### src/rtl/alu_sequencer.sv
// alu_sequencer: execute-stage sequencer wrapped around an external 32-bit
// combinational ALU. It registers operands into the ALU and waits a fixed
// settle window before capturing the result and flags. It also implements
// iterative 32-bit divide/remainder (op[4:0] = 19..22) as a restoring divider.
module alu_sequencer #(
    parameter int SETTLE = 2
) (
    input  logic        clk,
    input  logic        reset,
    input  logic        start,
    input  logic [7:0]  op,
    input  logic [31:0] a_in,
    input  logic [31:0] b_in,
    output logic        busy,
    output logic        done,
    output logic [31:0] result,
    output logic        carry,
    output logic        zero,
    output logic        negative,
    output logic        div_by_zero,
    output logic [31:0] alu_a,
    output logic [31:0] alu_b,
    output logic [7:0]  alu_op,
    output logic        alu_carry_in,
    input  logic [31:0] alu_c,
    input  logic        alu_carry_out,
    input  logic        alu_is_zero,
    input  logic        alu_is_negative
);

    typedef enum logic [1:0] {
        ST_IDLE   = 2'd0,
        ST_SETTLE = 2'd1,
        ST_DIV    = 2'd2,
        ST_FIX    = 2'd3
    } state_t;

    // Counter reload value: capture happens on the edge where it reads zero.
    localparam logic [3:0] SETTLE_LOAD = 4'(SETTLE - 1);

    localparam logic [4:0] OP_DIVU = 5'd19;
    localparam logic [4:0] OP_DIVS = 5'd20;
    localparam logic [4:0] OP_REMU = 5'd21;
    localparam logic [4:0] OP_REMS = 5'd22;

    // Two's-complement magnitude, applied only when the op is signed.
    function automatic logic [31:0] magnitude(input logic [31:0] v, input logic en);
        logic [31:0] m;
        if (en && v[31]) begin
            m = ~v + 32'd1;
        end else begin
            m = v;
        end
        return m;
    endfunction

    // Conditional two's-complement negation used for the final sign fix-up.
    function automatic logic [31:0] apply_sign(input logic [31:0] v, input logic neg);
        logic [31:0] s;
        if (neg) begin
            s = ~v + 32'd1;
        end else begin
            s = v;
        end
        return s;
    endfunction

    state_t      state_r;
    logic [3:0]  cnt_r;
    logic [4:0]  bit_cnt_r;
    logic [31:0] quo_r;
    logic [31:0] rem_r;
    logic [31:0] divisor_r;
    logic        qsign_r;
    logic        rsign_r;
    logic        rem_op_r;
    logic        b_zero_r;

    logic        busy_r;
    logic        done_r;
    logic [31:0] result_r;
    logic        carry_r;
    logic        zero_r;
    logic        negative_r;
    logic        div_by_zero_r;
    logic [31:0] alu_a_r;
    logic [31:0] alu_b_r;
    logic [7:0]  alu_op_r;
    logic        alu_carry_in_r;

    logic        is_div_s;
    logic        is_signed_s;
    logic        is_rem_s;
    logic [31:0] a_mag_s;
    logic [31:0] b_mag_s;
    logic [32:0] shifted_s;
    logic        q_bit_s;
    logic [31:0] next_rem_s;
    logic [31:0] div_result_s;

    // Decode the incoming op and form operand magnitudes for a divide launch.
    always_comb begin
        is_div_s    = 1'b0;
        is_signed_s = 1'b0;
        is_rem_s    = 1'b0;
        case (op[4:0])
            OP_DIVU: begin
                is_div_s = 1'b1;
            end
            OP_DIVS: begin
                is_div_s    = 1'b1;
                is_signed_s = 1'b1;
            end
            OP_REMU: begin
                is_div_s = 1'b1;
                is_rem_s = 1'b1;
            end
            OP_REMS: begin
                is_div_s    = 1'b1;
                is_signed_s = 1'b1;
                is_rem_s    = 1'b1;
            end
            default: begin
                is_div_s    = 1'b0;
                is_signed_s = 1'b0;
                is_rem_s    = 1'b0;
            end
        endcase
        a_mag_s = magnitude(a_in, is_signed_s);
        b_mag_s = magnitude(b_in, is_signed_s);
    end

    // One restoring-division step: shift in the next dividend bit, trial-subtract.
    always_comb begin
        shifted_s  = {1'b0, rem_r} << 1;
        shifted_s[0] = quo_r[31];
        q_bit_s    = (shifted_s >= {1'b0, divisor_r});
        if (q_bit_s) begin
            next_rem_s = shifted_s[31:0] - divisor_r;
        end else begin
            next_rem_s = shifted_s[31:0];
        end
    end

    // Final divide result: divide-by-zero values, or sign-corrected quotient/remainder.
    always_comb begin
        div_result_s = 32'd0;
        if (b_zero_r) begin
            if (rem_op_r) begin
                div_result_s = alu_a_r;
            end else begin
                div_result_s = 32'hFFFF_FFFF;
            end
        end else if (rem_op_r) begin
            div_result_s = apply_sign(rem_r, rsign_r);
        end else begin
            div_result_s = apply_sign(quo_r, qsign_r);
        end
    end

    // Sequencer FSM with all outputs registered.
    always_ff @(posedge clk) begin
        if (reset) begin
            state_r        <= ST_IDLE;
            cnt_r          <= 4'd0;
            bit_cnt_r      <= 5'd0;
            quo_r          <= 32'd0;
            rem_r          <= 32'd0;
            divisor_r      <= 32'd0;
            qsign_r        <= 1'b0;
            rsign_r        <= 1'b0;
            rem_op_r       <= 1'b0;
            b_zero_r       <= 1'b0;
            busy_r         <= 1'b0;
            done_r         <= 1'b0;
            result_r       <= 32'd0;
            carry_r        <= 1'b0;
            zero_r         <= 1'b0;
            negative_r     <= 1'b0;
            div_by_zero_r  <= 1'b0;
            alu_a_r        <= 32'd0;
            alu_b_r        <= 32'd0;
            alu_op_r       <= 8'd0;
            alu_carry_in_r <= 1'b0;
        end else begin
            done_r <= 1'b0;
            case (state_r)
                ST_IDLE: begin
                    if (start) begin
                        alu_a_r        <= a_in;
                        alu_b_r        <= b_in;
                        alu_op_r       <= op;
                        alu_carry_in_r <= carry_r;
                        busy_r         <= 1'b1;
                        if (is_div_s) begin
                            state_r   <= ST_DIV;
                            quo_r     <= a_mag_s;
                            rem_r     <= 32'd0;
                            divisor_r <= b_mag_s;
                            bit_cnt_r <= 5'd0;
                            qsign_r   <= is_signed_s & (a_in[31] ^ b_in[31]);
                            rsign_r   <= is_signed_s & a_in[31];
                            rem_op_r  <= is_rem_s;
                            b_zero_r  <= (b_in == 32'd0);
                        end else begin
                            state_r <= ST_SETTLE;
                            cnt_r   <= SETTLE_LOAD;
                        end
                    end else begin
                        state_r <= ST_IDLE;
                    end
                end
                ST_SETTLE: begin
                    if (cnt_r == 4'd0) begin
                        result_r      <= alu_c;
                        carry_r       <= alu_carry_out;
                        zero_r        <= alu_is_zero;
                        negative_r    <= alu_is_negative;
                        div_by_zero_r <= 1'b0;
                        done_r        <= 1'b1;
                        busy_r        <= 1'b0;
                        state_r       <= ST_IDLE;
                    end else begin
                        cnt_r <= cnt_r - 4'd1;
                    end
                end
                ST_DIV: begin
                    if (b_zero_r) begin
                        state_r <= ST_FIX;
                    end else begin
                        rem_r <= next_rem_s;
                        quo_r <= {quo_r[30:0], q_bit_s};
                        if (bit_cnt_r == 5'd31) begin
                            state_r <= ST_FIX;
                        end else begin
                            bit_cnt_r <= bit_cnt_r + 5'd1;
                        end
                    end
                end
                ST_FIX: begin
                    result_r      <= div_result_s;
                    carry_r       <= 1'b0;
                    zero_r        <= (div_result_s == 32'd0);
                    negative_r    <= div_result_s[31];
                    div_by_zero_r <= b_zero_r;
                    done_r        <= 1'b1;
                    busy_r        <= 1'b0;
                    state_r       <= ST_IDLE;
                end
                default: begin
                    busy_r  <= 1'b0;
                    state_r <= ST_IDLE;
                end
            endcase
        end
    end

    assign busy         = busy_r;
    assign done         = done_r;
    assign result       = result_r;
    assign carry        = carry_r;
    assign zero         = zero_r;
    assign negative     = negative_r;
    assign div_by_zero  = div_by_zero_r;
    assign alu_a        = alu_a_r;
    assign alu_b        = alu_b_r;
    assign alu_op       = alu_op_r;
    assign alu_carry_in = alu_carry_in_r;

endmodule

### config.mk
export PLATFORM = sky130hd
export DESIGN_NAME = alu_sequencer
export DESIGN_NICKNAME = d
export VERILOG_FILES = /design/src/rtl/alu_sequencer.sv
export SDC_FILE = /design/constraint.sdc
export NUM_CORES = 1
export LEC_CHECK = 0
export CAP_MARGIN = 20
export CORE_MARGIN = 5
export CORE_UTILIZATION = 41
export DETAILED_ROUTE_END_ITERATION = 6
export PLACE_DENSITY_LB_ADDON = 0.3
export SYNTH_ARGS = -nofsm -noshare
export SYNTH_HDL_FRONTEND = slang
export SYNTH_SLANG_ARGS = --single-unit
### constraint.sdc
create_clock -name clk -period 8 [get_ports clk]
set_input_delay 0.8 -clock clk [delete_from_list [all_inputs] [get_ports clk]]
set_output_delay 0.8 -clock clk [all_outputs]
set_load 0.01 [all_outputs]
==> metrics.txt <==
setup TNS 0 ns; period utilization 47.3%; Final Hold Viols 0; Setup Buffers After CTS 0; placed cell area 16000 sq um; Post-synth EDFFs 0; WHS Path Cells 2; Syn Inst Count 1804; slew margin rel. between 20% and 30%; Resized cells post-CTS 0; Synth Area in Adders between 3 and 4%; Worst Hold Class reg2reg; reg2reg start divisor_r[1]; Hold EP alu_b[30]; crit path DAT roughly 4.2 ns; Net Count, Synth 1955; critical path type reg2reg; Top delay family on crit path compound AO/OA/AOI/OAI gates; largest cells by area after synthesis dfxtp_1, nand2_1, a21oi_1; multiplexer share of the synthesized area 2.24%; max incr delay on CP 0.44 ns; Die W 192 um; Worst Path Required 8.40 ns; share of the synthesized area in the top cell type around 33%; CTS root buf clkbuf_16; main combinational cell family by area after synthesis compound AO/OA/AOI/OAI gates; die area 36900 sq um; R2R setup slack 4.21 ns; RSZ-0062 raised after global routing no; DR iter-0 viols 965; Vias/cell 5.61; Maximum Capacitance Violations 0; status complete, no violations; Synth cell types 72; Setup crit start kind flip-flop; simple-gate area share of the yosys netlist 21.7%; first-pass GRT wire length 70500 um; CTS tree done; number of nets with antenna violations after routing 0; wire per inst around 19 um; vias about 14000; CTS Buf Count 26; Clock Skew between 0.015 and 0.02 ns; gr ovfl total 0; vias in the first global route between 10000 and 15000; Seq/Total Area, Yosys 32.7%; critical path, cell by cell inv_1 > ha_1 > nor2b_1 > o31a_1 > o31ai_1 > a21oi_1 > a31oi_1 > a21o_1 > and2_1 > buf_4 > nand2b_1 > o21ai_0; initial core utilization 41.7%; syn avg cell area between 7 and 8 sq um; post-synthesis compound-gate area fraction 25.0%; CTS HTree Levels 1; Post-CTS Hold Fix Bufs 0; clock sinks 222; Crit path buffers/inverters 2; R2R cell count 12; Main synth FF type dfxtp_1; drc violations 0; CP max-delay cell o31ai_1; fillcell total ~3200; Final nets 2102; chip height 192 um; cell taking the most area after synthesis dfxtp_1; share of cells above drive strength 1 4.92%; placer congestion estimate 0.968; xor and xnor area share after synthesis 9.27%; Worst-Skew Late Latency 0.54 ns; worst vdd ir 0.164 mV; gr usage total 23.4%; Boundary Pins 221; core area 32600 sq um; clk slew on worst S/H paths 0.06 ns; max-slew violations 0; WL final 44800 um; initial antenna violation count 0; Crit Reg-Reg Endpoint rem_r[28]; Post-Syn Area 13600 sq um; actual slew at the worst max-slew pin 1.11 ns; Synth warnings 0; crit path capture type flip-flop; post-route cell area between 15000 and 20000 sq um; largest net degree at the start of global routing 105; row cnt 66; ant diodes 0; First-pass DRT Iterations 5; post-DP HPWL 33400 um; IO Port Bufs 220; Max Clock Freq ~0.26 GHz; Clock Path Buffers 3; Hold Path Origin alu_b[30]; P_leak 6.35 nW; final setup violation count 0; worst-path maximum fanout 25; pwr/cell area 215 nW/um^2; P&R area growth vs syn 25.1%; FFs w/ async S/R, synth 0%; Period minus WS final 3.79 ns; Yosys reg bits approximately 220
metal layers:
layer	vias up	share of wire, %	global-route usage (%)
li1	6708	-	-
met1	6293	44	32.1
met2	463	46	38.4
met3	73	6.8	3.24
met4	0	3.5	7.05
met5	-	0	0
logic make-up after synthesis:
kind of cell	count (synthesis)
muxes	30
adders and majority gates	41
buffers and inverters	185
DFF	222
AOI/OAI and AO/OA	522
xor gates and xnor gates	144
and+or+nand+nor	660
final cells by class:
type / instances / area, sq um / area share (%)
tap: 442 / 553 / 3.25
inverter: 64 / 240 / 1.41
multi-input combinational: 1397 / 8460 / 49.7
clock inverter: 9 / 150 / 0.883
timing repair buffer: 240 / 2370 / 13.9
clock buffer: 39 / 791 / 4.65
sequential: 222 / 4440 / 26.1
synth_stat cells, types with 7 or more instances:
| cell | number |
|---|---|
| xor2_1 | 76 |
| and3_1 | 12 |
| nand4_1 | 10 |
| nor4_1 | 16 |
| mux2i_1 | 27 |
| nand2b_1 | 13 |
| a21oi_1 | 174 |
| buf_1 | 15 |
| o211ai_1 | 10 |
| a31oi_1 | 17 |
| a311oi_1 | 8 |
| a21o_1 | 21 |
| o31ai_1 | 28 |
| xnor2_1 | 68 |
| nand2_1 | 268 |
| clkbuf_1 | 98 |
| a211oi_1 | 79 |
| o21a_1 | 8 |
| or4_1 | 15 |
| inv_1 | 61 |
| o221ai_1 | 7 |
| dfxtp_1 | 222 |
| o41ai_1 | 11 |
| o21ai_0 | 83 |
| nor3_1 | 45 |
| a221oi_1 | 10 |
| nand3_1 | 27 |
| nor2_1 | 205 |
| ha_1 | 40 |
| a22oi_1 | 8 |
| or3_1 | 16 |
how the worst max path moves through the flow:
stage	cells after the start	startpoint	endpoint	slack, ns
floorplan	7	b_in[6]	divisor_r[25]	4.86
global placement	9	b_in[2]	divisor_r[25]	3.87
detailed placement	9	b_in[2]	divisor_r[28]	3.74
CTS	12	divisor_r[1]	rem_r[28]	4.26
global route	11	rem_r[12]	rem_r[27]	3.89
finish	12	divisor_r[1]	rem_r[28]	4.21
through the flow:
| step | util (%) | cells | power [mW] | setup WS (ns) | hold WS (ns) |
|---|---|---|---|---|---|
| after floorplan | - | 1804 | 1.99 | 4.86 | 0.432 |
| after global placement | 49.2 | 2363 | 2.36 | 3.87 | 0.441 |
| after detailed placement | 49.2 | 2363 | 2.37 | 3.74 | 0.446 |
| after CTS | 52.1 | 2411 | 3.68 | 4.26 | 0.454 |
| after global routing | 52.2 | 2413 | 3.85 | 3.89 | 0.471 |
| final | 52.2 | 2413 | 3.66 | 4.21 | 0.452 |
report_power, final:
group	internal (mW)	switching, mW
registers	1.20	0.0814
logic	0.473	0.616
clock network	0.809	0.486
total	2.48	1.18
sequential cells by signal, summed over array words and instances (netlist names):
register / cells
alu_b: 32
done: 1
quo_r: 32
divisor_r: 32
qsign_r: 1
rsign_r: 1
alu_op: 8
bit_cnt_r: 5
negative: 1
state_r: 2
cnt_r: 4
div_by_zero: 1
alu_carry_in: 1
result: 32
zero: 1
carry: 1
b_zero_r: 1
rem_r: 32
busy: 1
rem_op_r: 1
alu_a: 32
cell usage in the layout (no fill, tap or decap), types with 20 or more instances in the layout:
cell type / Yosys / layout
inv_1: 61 / 61
nand2_1: 268 / 267
ha_1: 40 / 40
o31ai_1: 28 / 28
clkdlybuf4s50_1: 0 / 219
xnor2_1: 68 / 68
nor3_1: 45 / 44
a211oi_1: 79 / 79
dfxtp_1: 222 / 222
nand3_1: 27 / 26
o21ai_0: 83 / 83
a21o_1: 21 / 20
mux2i_1: 27 / 27
a21oi_1: 174 / 173
clkbuf_16: 0 / 27
nor2_1: 205 / 205
xor2_1: 76 / 76
worst register-to-register path, stage by stage, from the launching register on:
cell and delay (ns):
dfxtp_1 0.39, inv_1 0.13, ha_1 0.32, nor2b_1 0.16, o31a_1 0.28, o31ai_1 0.44
a21oi_1 0.24, a31oi_1 0.41, a21o_1 0.20, and2_1 0.20, buf_4 0.39, nand2b_1 0.37
o21ai_0 0.15
(Power assumes the default switching activity.)
